File: src/rtl/reset_seq_pkg.sv
// ============================================================================
// Module   : reset_seq_pkg
// Brief    : Shared FSM state encoding, lock-loss count width and helpers.
// Revision : 1.0 - initial release
// ============================================================================
`default_nettype none

package reset_seq_pkg;

  typedef enum logic [2:0] {
    ST_WAIT_LOCK = 3'd0,
    ST_STABLE    = 3'd1,
    ST_RELEASE   = 3'd2,
    ST_RUN       = 3'd3,
    ST_HOLD      = 3'd4
  } state_e;

  localparam int LOSS_CNT_W = 8;

  function automatic int max3(input int a, input int b, input int c);
    int m;
    m = (a > b) ? a : b;
    return (m > c) ? m : c;
  endfunction

endpackage

`default_nettype wire

File: src/rtl/reset_seq_cycle_timer.sv
// ============================================================================
// Module   : cycle_timer
// Brief    : Loadable down-counter with a done flag; shared by all timed states.
// Revision : 1.0 - initial release
// ============================================================================
`default_nettype none

module cycle_timer #(
  parameter int WIDTH = 8
) (
  input  logic             clk,
  input  logic             rst_n,
  input  logic             load_i,
  input  logic             count_i,
  input  logic [WIDTH-1:0] load_val_i,
  output logic             done_o
);

  logic [WIDTH-1:0] cnt_q;

  // Holds at zero once expired so an idle timer never wraps.
  always_ff @(posedge clk) begin
    if (!rst_n) begin
      cnt_q <= '0;
    end else if (load_i) begin
      cnt_q <= load_val_i;
    end else if (count_i && (cnt_q != '0)) begin
      cnt_q <= cnt_q - WIDTH'(1);
    end
  end

  assign done_o = (cnt_q == '0);

endmodule

`default_nettype wire

File: src/rtl/reset_seq.sv
// ============================================================================
// Module   : reset_seq
// Brief    : PLL-lock driven staged reset release sequencer with soft reset.
//            Optional macro RESET_SEQ_LOSS_CNT_EN enables lock_loss_cnt.
// Revision : 1.0 - initial release
// ============================================================================
`default_nettype none

module reset_seq
  import reset_seq_pkg::*;
#(
  parameter int STABLE_CYC = 1024,
  parameter int GAP_CYC    = 16,
  parameter int STAGES     = 3,
  parameter int HOLD_CYC   = 32
) (
  input  logic                  clk,
  input  logic                  rst_n,
  input  logic                  clk_locked,
  input  logic                  soft_rst,
  output logic [STAGES-1:0]     rst_stage_n,
  output logic                  ready,
  output logic                  lock_lost,
  output logic [LOSS_CNT_W-1:0] lock_loss_cnt
);

  localparam int CNT_W = $clog2(max3(STABLE_CYC, GAP_CYC, HOLD_CYC)) + 1;

  // Timer is loaded with N-1 at the entry edge so it expires on entry+N.
  localparam logic [CNT_W-1:0] c_stable_ld = CNT_W'(STABLE_CYC - 1);
  localparam logic [CNT_W-1:0] c_gap_ld    = CNT_W'(GAP_CYC - 1);
  localparam logic [CNT_W-1:0] c_hold_ld   = CNT_W'(HOLD_CYC - 1);

  state_e            state_q, state_d;
  logic [STAGES-1:0] stage_q, stage_d;
  logic              ready_q, ready_d;
  logic              lost_q, lost_d;
  logic              tmr_load, tmr_count, tmr_done;
  logic [CNT_W-1:0]  tmr_val;

  cycle_timer #(
    .WIDTH(CNT_W)
  ) u_timer (
    .clk       (clk),
    .rst_n     (rst_n),
    .load_i    (tmr_load),
    .count_i   (tmr_count),
    .load_val_i(tmr_val),
    .done_o    (tmr_done)
  );

  always_ff @(posedge clk) begin
    if (!rst_n) begin
      state_q <= ST_WAIT_LOCK;
      stage_q <= '0;
      ready_q <= 1'b0;
      lost_q  <= 1'b0;
    end else begin
      state_q <= state_d;
      stage_q <= stage_d;
      ready_q <= ready_d;
      lost_q  <= lost_d;
    end
  end

  always_comb begin
    state_d   = state_q;
    stage_d   = stage_q;
    ready_d   = ready_q;
    lost_d    = lost_q;
    tmr_load  = 1'b0;
    tmr_count = 1'b0;
    tmr_val   = '0;

    if (state_q == ST_WAIT_LOCK) begin
      stage_d = '0;
      ready_d = 1'b0;
      if (clk_locked) begin
        state_d  = ST_STABLE;
        tmr_load = 1'b1;
        tmr_val  = c_stable_ld;
      end
    end else if (!clk_locked) begin
      // Lock loss outranks any simultaneous soft reset.
      state_d  = ST_WAIT_LOCK;
      stage_d  = '0;
      ready_d  = 1'b0;
      tmr_load = 1'b1;
      if ((state_q == ST_RELEASE) || (state_q == ST_RUN)) begin
        lost_d = 1'b1;
      end
    end else begin
      case (state_q)
        ST_STABLE, ST_HOLD: begin
          if (tmr_done) begin
            state_d  = ST_RELEASE;
            stage_d  = STAGES'(1);
            tmr_load = 1'b1;
            tmr_val  = c_gap_ld;
          end else begin
            tmr_count = 1'b1;
          end
        end
        ST_RELEASE, ST_RUN: begin
          if (soft_rst) begin
            state_d  = ST_HOLD;
            stage_d  = '0;
            ready_d  = 1'b0;
            tmr_load = 1'b1;
            tmr_val  = c_hold_ld;
          end else if (state_q == ST_RELEASE) begin
            if (&stage_q) begin
              state_d = ST_RUN;
              ready_d = 1'b1;
            end else if (tmr_done) begin
              stage_d  = (stage_q << 1) | STAGES'(1);
              tmr_load = 1'b1;
              tmr_val  = c_gap_ld;
            end else begin
              tmr_count = 1'b1;
            end
          end
        end
        default: begin
          state_d = ST_WAIT_LOCK;
          stage_d = '0;
          ready_d = 1'b0;
        end
      endcase
    end
  end

`ifdef RESET_SEQ_LOSS_CNT_EN
  logic [LOSS_CNT_W-1:0] loss_cnt_q;
  logic                  loss_evt;

  assign loss_evt = !clk_locked && ((state_q == ST_RELEASE) || (state_q == ST_RUN));

  always_ff @(posedge clk) begin
    if (!rst_n) begin
      loss_cnt_q <= '0;
    end else if (loss_evt && (loss_cnt_q != '1)) begin
      loss_cnt_q <= loss_cnt_q + LOSS_CNT_W'(1);
    end
  end

  assign lock_loss_cnt = loss_cnt_q;
`else
  assign lock_loss_cnt = '0;
`endif

  assign rst_stage_n = stage_q;
  assign ready       = ready_q;
  assign lock_lost   = lost_q;

endmodule

`default_nettype wire

File: config.mk
export PLATFORM = sky130hd
export DESIGN_NAME = reset_seq
export DESIGN_NICKNAME = d
export VERILOG_FILES = /design/src/rtl/reset_seq_pkg.sv /design/src/rtl/reset_seq_cycle_timer.sv /design/src/rtl/reset_seq.sv
export SDC_FILE = /design/constraint.sdc
export NUM_CORES = 1
export LEC_CHECK = 0
export BUFFER_PORTS_ARGS = -buffer_cell sky130_fd_sc_hd__buf_2
export CAP_MARGIN = 20
export CORE_MARGIN = 2
export CORE_UTILIZATION = 41
export CTS_CLUSTER_DIAMETER = 120
export CTS_CLUSTER_SIZE = 20
export DETAILED_ROUTE_END_ITERATION = 16
export PLACE_DENSITY = 0.56
export SLEW_MARGIN = 20
export SYNTH_ARGS = -nofsm -noshare
export SYNTH_HDL_FRONTEND = slang
export SYNTH_HIERARCHICAL = 1
export SYNTH_SLANG_ARGS = --single-unit
File: constraint.sdc
create_clock -name clk -period 7 [get_ports clk]
set_clock_uncertainty 0.05 [all_clocks]
set_input_delay 2.1 -clock clk [delete_from_list [all_inputs] [get_ports clk]]
set_output_delay 2.1 -clock clk [all_outputs]
set_load 0.05 [all_outputs]
-- Word-level counts from Yosys, hierarchy flattened
Cells that the tools add are included.
- multiplexer cells: 43
- reductions and logical operators: 14
- bitwise logic cells: 4
- equality and inequality tests: 13
- add/sub/neg operators: 1
- operator list (kind ; count):
    $mux 3 ; 12
    $mux 11 ; 3
    $mux 1 ; 16
    $mux 4 ; 3
    $ne 3x3->1 const B ; 4
    $pmux 3 s2 ; 2
    $logic_not 11->1 ; 1
    $reduce_bool 11->1 ; 1
    $sub 11x1->11 const B ; 1
    $mux 10 ; 1
    $mux 5 ; 2
    $ne 5x5->1 const B ; 2
    $pmux 5 s2 ; 1
    $reduce_and 3->1 ; 3
    $reduce_and 4->1 ; 2
    $eq 3x2->1 const B ; 2
    $pmux 1 s2 ; 3
    $ne 2x2->1 const B ; 2
    $ne 4x4->1 const B ; 1
    $not 1->1 ; 4
    $reduce_or 2->1 ; 2
    $eq 3x1->1 const B ; 1
    $eq 3x3->1 const B ; 1
    $logic_not 3->1 ; 1
    4 further kinds ; 4
- register bits: 19
- bits of input ports: 4
- logic and storage cells: 80
- output and inout port bits: 13

-- Longest topological paths before layout
Gate-level depths: netlist of the first run.
- word-level depth: 11
- mapped depth: 12
- gate-level depth less buffers: 10

-- By module
Netlist of the first run, hierarchy kept.
- by module, submodules not included (module ; area each (um^2) ; times used ; cells an instance ; seq. area each (um^2)):
    reset_seq ; 640.6 ; 1 ; 81 ; 160.2
    cycle_timer ; 613.1 ; 1 ; 75 ; 220.2

-- Worst setup path before layout of the first run
OpenSTA, ideal clock, no wires.
- path kind: input to register
- start point: input clk_locked
- end point: register u_timer.cnt_q[7]
- setup time: 0.074 ns
- slack: 3.178 ns
- arrival: 3.697 ns
- buffers on the path: 1
- stages: 7
- required time: 6.876 ns
- path through: clkbuf_1 inv_1 nor3_1 nor3b_1 o211ai_1 or3_1 a31oi_1
- word-level cells in the longest chain between the ends: 4
- elaborated cells between the ends (all ways): 10
- classes of those cells: mux: 8; reduce/logical: 2
- ends and longest elaborated chain (item ; line ; RTL):
    start: declaration ; reset_seq.sv:19 ; input logic clk_locked,
    $mux 1 ; reset_seq.sv:83 ; end else if (!clk_locked) begin
    $mux 1 ; reset_seq.sv:75 ; if (state_q == ST_WAIT_LOCK) begin
    named net tmr_count ; reset_seq.sv:38 ; logic tmr_load, tmr_count, tmr_done;
    $logic_and 1x1->1 ; reset_seq_cycle_timer.sv:27 ; end else if (count_i && (cnt_q != '0)) begin
    $reduce_bool 2->1 (no line) ; n/a ;
    end signal: assignment ; reset_seq_cycle_timer.sv:26 ; cnt_q <= load_val_i;
    end signal: assignment ; reset_seq_cycle_timer.sv:28 ; cnt_q <= cnt_q - WIDTH'(1);
    end: declaration ; reset_seq_cycle_timer.sv:19 ; logic [WIDTH-1:0] cnt_q;
The timed path passes the listed nets, and every way through them passes these cells.
A chain may end at the register's enable or synchronous reset.

-- Final worst setup path of the first run
- start point: input soft_rst
- end point: register u_timer.cnt_q[7]
- word-level cells in the longest chain between the ends: 6
- elaborated cells between the ends (all ways): 11
- classes of those cells: mux: 9; reduce/logical: 2
- ends and longest elaborated chain (item ; line ; RTL):
    start: declaration ; reset_seq.sv:20 ; input logic soft_rst,
    $mux 1 ; reset_seq.sv:105 ; if (soft_rst) begin
    $pmux 1 s2 ; reset_seq.sv:93 ; case (state_q)
    $mux 1 ; reset_seq.sv:83 ;
    $mux 1 ; reset_seq.sv:75 ;
    named net tmr_count ; reset_seq.sv:38 ;
    $logic_and 1x1->1 ; reset_seq_cycle_timer.sv:27 ;
    $reduce_bool 2->1 (no line) ; n/a ;
The timed path passes the listed nets, and every way through them passes these cells.

==> results of run 1 <==
metal layers:
metal / vias up / GRT usage, % / routed length, um
met5: - / 0 / 0
met4: 0 / 5.844 / 40
met3: 4 / 2.620 / 132
met2: 35 / 24.65 / 1176
met1: 544 / 27.08 / 1420
li1: 562 / - / -
state kept, by name, summed over array words and instances, names as in the netlist:
register / flops
rst_stage_n: 3
lock_lost: 1
ready: 1
state_q: 3
u_timer/cnt_q: 11
cells in the mapped netlist, drive strengths merged (5+ instances only):
library cell / count
nand2: 12
nor2: 11
dfxtp: 19
clkbuf: 5
nor3: 8
inv: 6
a21oi: 12
buf: 12
o21ai: 11
a31oi: 5
placed cells by master, fill, tap and decap left out, drive strengths merged, types with 5 or more instances in the layout:
master / count
dfxtp: 19
nand2: 12
a21oi: 12
nor2: 11
o21ai: 11
conb: 9
buf: 8
nor3: 8
inv: 6
a31oi: 5
logic make-up after synthesis:
logic type	Yosys count
muxes	2
other	1
adders and majority gates	2
AOI/OAI and AO/OA	51
DFF	19
buffers and inverters	23
xor gates and xnor gates	4
and+or+nand+nor	54
through the flow:
stage          area, sq um  util, %  std cells  worst slack [ns]  hold WS [ns]
2_1_floorplan         1284        -        164             3.178        0.4323
3_3_place_gp          1257    42.23        188             2.917        0.3959
3_5_place_dp          1257    42.23        188             2.845        0.4074
4_1_cts               1285    43.15        192             3.161        0.4393
5_1_grt               1285    43.15        192             2.915        0.4705
6_report              1285    43.15        192             3.106        0.4371
power by group:
group	total [uW]	internal, uW	switching (uW)
combinational	78.7	25.8	52.9
sequential	130	117	12.4
clock	58.9	21.3	37.6
area by class of cell:
class	instances	area share (%)
repair buffers	8	3.116
flip-flops and latches	19	29.60
clock inverters	1	0.3895
well taps	33	3.213
inverters	6	1.753
multi-input cells	122	60.18
clock buffers	3	1.753
path summary, 6_finish.rpt:
kind              cells after the start  slack, ns                          start                             to
setup / recovery                      9       3.11                       soft_rst  u_timer/cnt_q[7]$_SDFFE_PN0P_
setup reg to reg                      7       3.50  u_timer/cnt_q[2]$_SDFFE_PN0P_  u_timer/cnt_q[7]$_SDFFE_PN0P_
hold / removal                        1       0.44         lock_lost$_SDFFE_PN0P_         lock_lost$_SDFFE_PN0P_
hold reg to reg                       1       0.44         lock_lost$_SDFFE_PN0P_         lock_lost$_SDFFE_PN0P_
==> reports/metrics.cfg, run 1 <==
[grt]
grt_pass1_wl_um=4719
grt_overflow=0
grt_max_degree=20
antenna_found_initial=0
track_usage_pct=17.59
grt_pass1_vias=982

[cts]
cts_root_buffer=clkbuf_4
cts_tree=done
cts_setup_buffers=0
ctsResizeCount=0
clkSinkCount=19
insertion_delay_ns=0.31
clk_pin_slew_ns=0.12
cts_max_level=1
cts_buffers=3
clockBufferDepth=2
ctsHoldBuffers=0

[critical_path]
cp.arrival_ns=4.08
crit_path_end_kind=flop
path_buf_inv=2
path_max_fanout=5
path_cells=buf_2 -> inv_1 -> and4b_1 -> o31ai_1 -> nor3_1 -> nor3b_1 -> o211ai_1 -> or3_1 -> a31oi_1
worstSetupPathType=in2reg
required_ns=7.19
critPathSlowestCell=nor3b_1
max_stage_delay_ns=0.41
cp_top_family=simple AND/OR/NAND/NOR gates
start_kind=primary input

[logic_synthesis]
ys_warn_count=6
async_flop_share_pct=0
ys_seq_area_share_pct=30.34
muxShareOfSynthArea_pct=1.597
synth_cell_types=54
synth_compound_area_share_pct=28.54
synth_fa_ha_area_share_pct=1.796
synth_seq_cells=19
postSynthCellCount=156
synth_top_family_by_area=compound AO/OA/AOI/OAI gates
synth-xor-area-share_pct=2.794
synthFlopType=dfxtp_1
syn_area_sq_um=1254
synth.top_cells.by_area=dfxtp_1 (30%), buf_4 (5.4%), a21oi_1 (4.8%)
yosys.area_share.simple_pct=24.25
synth.top_cell.area_share_pct=30.34
synth_edf_count=0
synth_top_cell_by_area=dfxtp_1
syn_area_per_cell_sq_um=8.037

[drt]
initialDrtViolationCount=57
vias=1145
drc_errors=0
ant_nets=0
dr.pass1.iters=4
wl_per_cell_um=14.42
via_per_inst=5.964
totalWireLength_um=2769

[power]
power_uw=267.1
p_leak_uw=0.0004654
ir_drop_mv=0.1469
p_per_area_nw_per_um2=207.9

[placement]
place.gp.congestion=0.8602
hpwl_um=1976
io_buffer_count=8

[timing]
slew_viol_final=0
hold_violations=0
rsz0062_at_grt=false
fin_tns_setup_ns=0
setup_violations=0
post-route-period-util_pct=55.63
max_freq_ghz=0.2568
min_period_ns=3.894
maxSlewHeadroom_pct=55.07
tightestPinTransition_ns=0.6703

[outcome]
status=complete, no violations

[flow_run]
drv_cap=0

[floorplan]
dieArea_sq_um=3516
die_h_um=59.30
rows=20
dieWidth_um=59.30
ios=17
initial_core_util_pct=42.10
core_sq_um=2978

[finish]
drive_gt1_share_pct=13.21
syn_to_final_growth_pct=2.495
diodes=0
nets=165
multi_input_area_sq_um=773.2
nFillCells=309
regArea_sq_um=380.4

[min_path]
hold_path.class=reg2reg

No activity file was read; power rests on OpenSTA's default activity.
==> run 2: changes to the inputs <==
Settings changed: PLACE_DENSITY 0.56 to 0.58.
Clock period 7 ns to 3.3 ns, I/O delays scaled along.
==> reports/metrics.cfg, run 2 (synthesized netlist as in run 1, its figures left out) <==
[outcome]
status=complete, no violations

[drt]
dr.pass1.iters=4  ; unchanged
wl_per_cell_um=14.39  ; -0.20%
totalWireLength_um=2821  ; +1.9%
ant_nets=0  ; unchanged
vias=1140  ; -0.44%
drc_errors=0  ; unchanged
initialDrtViolationCount=51  ; -11%
via_per_inst=5.816  ; -2.5%

[power]
p_switching_uw=225.4  ; +120%
p_leak_uw=0.0004891  ; +5.1%
clockPowerShare_pct=22.1  ; about the same
swShare_pct=38.79  ; +0.27 points
comb_power_share_pct=31.2  ; +1.7 points
seq_power_share_pct=46.8  ; -1.7 points
p_per_area_nw_per_um2=439.7  ; +110%
p_int_uw=355.6  ; +120%
ir_drop_mv=0.2024  ; +38%

[critical_path]
start_kind=flop
required_ns=3.50  ; -3.69 ns
rr_worst_depth=10  ; +3
cp.arrival_ns=3.14  ; -0.94 ns
r2r_setup_slack_ns=0.36  ; -3.14 ns
worstSetupPathType=reg2reg
crit_path_end_kind=flop
path_max_fanout=9  ; +4

[grt]
grt_max_degree=19  ; -5.0%
grt_pass1_vias=1029  ; +4.8%
grt_pass1_wl_um=4747  ; +0.59%
track_usage_pct=17.70  ; +0.11 points
antenna_found_initial=0  ; unchanged
grt_overflow=0  ; unchanged

[cts]
cts_root_buffer=clkbuf_4
clkSinkCount=19  ; unchanged
cts_tree=done
ctsResizeCount=0  ; unchanged
insertion_delay_ns=0.32  ; about the same
clk_pin_slew_ns=0.12  ; about the same
cts_setup_buffers=0  ; unchanged
cts_max_level=1  ; unchanged
clockBufferDepth=2  ; unchanged
cts_buffers=3  ; unchanged
ctsHoldBuffers=0  ; unchanged

[floorplan]
dieWidth_um=59.30  ; unchanged
ios=17  ; unchanged
dieArea_sq_um=3516  ; unchanged
initial_core_util_pct=42.10  ; unchanged
rows=20  ; unchanged
die_h_um=59.30  ; unchanged
core_sq_um=2978  ; unchanged

[finish]
top_register=u_timer/cnt_q
nFillCells=294  ; -4.9%
post-route-util_pct=44.37  ; +1.2 points
final_common_cell=dfxtp_1
layout_common_cells=dfxtp_1 (19), nand2_1 (12), a21oi_1 (12)
diodes=0  ; unchanged
nets=169  ; +2.4%
drive_gt1_share_pct=15.34  ; +2.1 points
largest_reg_flops=11  ; unchanged
syn_to_final_growth_pct=5.389

[placement]
hpwl_um=2025  ; +2.5%
place.gp.congestion=0.8655  ; +0.62%
io_buffer_count=8  ; unchanged

[min_path]
holdPathStages=1  ; unchanged
hold_path.class=reg2reg

[timing]
setup_violations=0  ; unchanged
post-route-period-util_pct=89.05
rsz0062_at_grt=false
tightestPinTransition_ns=0.5947  ; -0.07553 ns
max_freq_ghz=0.3403
fin_tns_setup_ns=0  ; unchanged
maxSlewHeadroom_pct=60.30  ; +5.2 points
slew_viol_final=0  ; unchanged
min_period_ns=2.939
hold_violations=0  ; unchanged

[flow_run]
drv_cap=0  ; unchanged

==> run 2: critical path, stage by stage, from the launching register on <==
cell      delay, ns
dfxtp_1        0.42
inv_1          0.07
ha_1           0.23
or3b_1         0.29
nor3_4         0.10
buf_4          0.16
nor3_1         0.43
nor3b_1        0.42
o211ai_1       0.20
or3_1          0.34
a31oi_1        0.17
==> run 2: stage by stage <==
step | hold slack, ns | area (sq um) | setup WS (ns) | instances | total power (uW)
2_1_floorplan | 0.4323 | 1284 | 0.5319 | 164 | 421.9
3_3_place_gp | 0.4011 | 1287 | 0.3432 | 192 | 448.4
3_5_place_dp | 0.4094 | 1287 | 0.2336 | 192 | 451.3
4_1_cts | 0.4446 | 1315 | 0.2747 | 196 | 580.9
5_1_grt | 0.4541 | 1321 | 0.1619 | 196 | 615.4
6_report | 0.4330 | 1321 | 0.3612 | 196 | 581.0
==> run 2: cell type report <==
type                    instances  area (sq um)  share of cell area [%]
multi-input cells             122         779.5                   59.00
flip-flops and latches         19         380.4                   28.79
repair buffers                 12         70.07                   5.303
well taps                      33         41.29                   3.125
clock buffers                   3         22.52                   1.705
inverters                       6         22.52                   1.705
clock inverters                 1         5.005                  0.3788
==> run 2: layer usage <==
| layer | wire length, um | track usage [%] |
|---|---|---|
| met1 | 1453 | 25.71 |
| met2 | 1219 | 25.75 |
| met3 | 102 | 2.620 |
| met4 | 46 | 7.792 |
| met5 | 0 | 0 |
==> run 2: path summary, 6_finish.rpt <==
| check | end | from |
|---|---|---|
| worst min-delay path | lock_lost$_SDFFE_PN0P_ | lock_lost$_SDFFE_PN0P_ |
| worst max-delay path | u_timer/cnt_q[7]$_SDFFE_PN0P_ | u_timer/cnt_q[0]$_SDFFE_PN0P_ |
| worst max register to register | u_timer/cnt_q[7]$_SDFFE_PN0P_ | u_timer/cnt_q[0]$_SDFFE_PN0P_ |
| worst min register to register | lock_lost$_SDFFE_PN0P_ | lock_lost$_SDFFE_PN0P_ |
==> run 2: power groups by stage <==
stage / combinational, uW / clock, uW / sequential (uW)
2_1_floorplan: 150 / 0 / 272
3_3_place_gp: 173 / 0 / 276
3_5_place_dp: 175 / 0 / 276
4_1_cts: 175 / 134 / 271
5_1_grt: 198 / 142 / 275
6_report: 181 / 128 / 272
==> run 3: changes to the inputs <==
Settings changed: CORE_UTILIZATION 41 to 48, PLACE_DENSITY 0.58 to 0.67.
==> reports/metrics.cfg, run 3 (synthesized netlist as in run 1, its figures left out) <==
[timing]
post-route-period-util_pct=90.35  ; +1.3 points
hold_violations=0  ; unchanged
tightestPinTransition_ns=0.6121  ; +0.01731 ns
fin_tns_setup_ns=0  ; unchanged
worst_hold_slack_ns=0.4351  ; +0.002111 ns
min_period_ns=2.982  ; +0.04274 ns
slew_viol_final=0  ; unchanged
rsz0062_at_grt=false
setup_violations=0  ; unchanged
maxSlewHeadroom_pct=59.14  ; -1.2 points
max_freq_ghz=0.3354  ; -1.4%

[finish]
diodes=0  ; unchanged
nets=168  ; -0.59%
final_common_cell=dfxtp_1
syn_to_final_growth_pct=3.892
layout_common_cells=dfxtp_1 (19), nand2_1 (12), a21oi_1 (12)
post_layout_nonfiller_instances=192  ; -2.0%
post-route-util_pct=52.58  ; +8.2 points
largest_reg_flops=11  ; unchanged
top_register=u_timer/cnt_q
drive_gt1_share_pct=14.20  ; -1.1 points

[drt]
totalWireLength_um=2622  ; -7.1%
drc_errors=0  ; unchanged
dr.pass1.iters=4  ; unchanged
initialDrtViolationCount=50  ; -2.0%
ant_nets=0  ; unchanged
vias=1138  ; -0.18%
wl_per_cell_um=13.66  ; -5.1%
via_per_inst=5.927  ; +1.9%

[critical_path]
start_kind=flop
crit_cells=8  ; -2
path_buf_inv=1  ; -1
worstSetupPathType=reg2reg
path_max_fanout=17  ; +8
critPathSlowestCell=or4_1
worstReg2RegEnd=u_timer/cnt_q[4]$_SDFFE_PN0P_
crit_path_end_kind=flop
path_common_cell=a31oi_1
max_stage_delay_ns=0.70  ; +0.27 ns
path_cells=or4_1 -> nor3_2 -> nand2_1 -> a31o_2 -> a31oi_1 -> inv_1 -> o21ai_0 -> a31oi_1
cp_top_family=simple AND/OR/NAND/NOR gates
r2r_setup_slack_ns=0.32  ; -0.04 ns
cp.arrival_ns=3.10  ; -0.04 ns
startpoint=u_timer/cnt_q[2]$_SDFFE_PN0P_
required_ns=3.42  ; -0.08 ns
regToRegStartpoint=u_timer/cnt_q[2]$_SDFFE_PN0P_
endpoint=u_timer/cnt_q[4]$_SDFFE_PN0P_
rr_worst_depth=8  ; -2

[power]
ir_drop_mv=0.2593  ; +28%
p_leak_uw=0.0004782  ; -2.2%
p_per_area_nw_per_um2=434.9  ; -1.1%

[flow_run]
drv_cap=0  ; unchanged

[cts]
cts_max_level=1  ; unchanged
clockBufferDepth=2  ; unchanged
cts_buffers=3  ; unchanged
insertion_delay_ns=0.30  ; -0.02 ns
clk_pin_slew_ns=0.11  ; about the same
cts_setup_buffers=0  ; unchanged
cts_root_buffer=clkbuf_4
ctsResizeCount=0  ; unchanged
clkSinkCount=19  ; unchanged
cts_tree=done
ctsHoldBuffers=0  ; unchanged

[floorplan]
dieWidth_um=55.11  ; -7.1%
ios=17  ; unchanged
die_h_um=55.11  ; -7.1%
dieArea_sq_um=3037  ; -14%
rows=18  ; -10%
core_sq_um=2477  ; -17%
initial_core_util_pct=50.61  ; +8.5 points

[grt]
grt_max_degree=19  ; unchanged
track_usage_pct=19.07  ; +1.4 points
antenna_found_initial=0  ; unchanged
grt_pass1_wl_um=4181  ; -12%
grt_overflow=0  ; unchanged
grt_pass1_vias=956  ; -7.1%

[placement]
dp_cells=188  ; -2.1%
io_buffer_count=8  ; unchanged
hpwl_um=1975  ; -2.5%
place.gp.congestion=0.8358  ; -3.4%

[min_path]
hold_path.class=reg2reg

[outcome]
status=complete, no violations

[run 3: power by group]
part / switching (uW) / total [uW] / internal [uW]
registers: 23.9 / 272 / 248
logic: 113 / 173 / 59.3
clock network: 74.4 / 121 / 47.1
[run 3: final cells by class]
type	instances	area (sq um)
repair buffers	11	62.56
multi-input cells	122	773.2
inverters	6	22.52
well taps	30	37.54
fillers	236	1175
clock buffers	4	26.28
flip-flops and latches	19	380.4
[run 3: worst min path at each step]
stage                                    end  cells past startpoint  slack, ns                     startpoint
2_1_floorplan  u_timer/cnt_q[4]$_SDFFE_PN0P_                      2       0.43  u_timer/cnt_q[4]$_SDFFE_PN0P_
4_1_cts               lock_lost$_SDFFE_PN0P_                      1       0.43         lock_lost$_SDFFE_PN0P_
3_5_place_dp          lock_lost$_SDFFE_PN0P_                      1       0.41         lock_lost$_SDFFE_PN0P_
3_3_place_gp          lock_lost$_SDFFE_PN0P_                      1       0.39         lock_lost$_SDFFE_PN0P_
5_1_grt               lock_lost$_SDFFE_PN0P_                      1       0.46         lock_lost$_SDFFE_PN0P_
6_report              lock_lost$_SDFFE_PN0P_                      1       0.44         lock_lost$_SDFFE_PN0P_
[run 3: metrics by stage]
| step | area [sq um] | worst slack (ns) | total power, uW |
|---|---|---|---|
| 2_1_floorplan | 1284 | 0.5319 | 421.9 |
| 6_report | 1303 | 0.3185 | 566.5 |
| 3_3_place_gp | 1276 | 0.3577 | 444.8 |
| 3_5_place_dp | 1276 | 0.2456 | 447.7 |
| 5_1_grt | 1303 | 0.05193 | 599.5 |
| 4_1_cts | 1303 | 0.3558 | 566.9 |
[run 3: metal layers]
metal,track usage [%],wire length [um]
met1,26.97,1285
met2,28.57,1179
met3,2.688,132
met4,8.537,24
met5,0,0
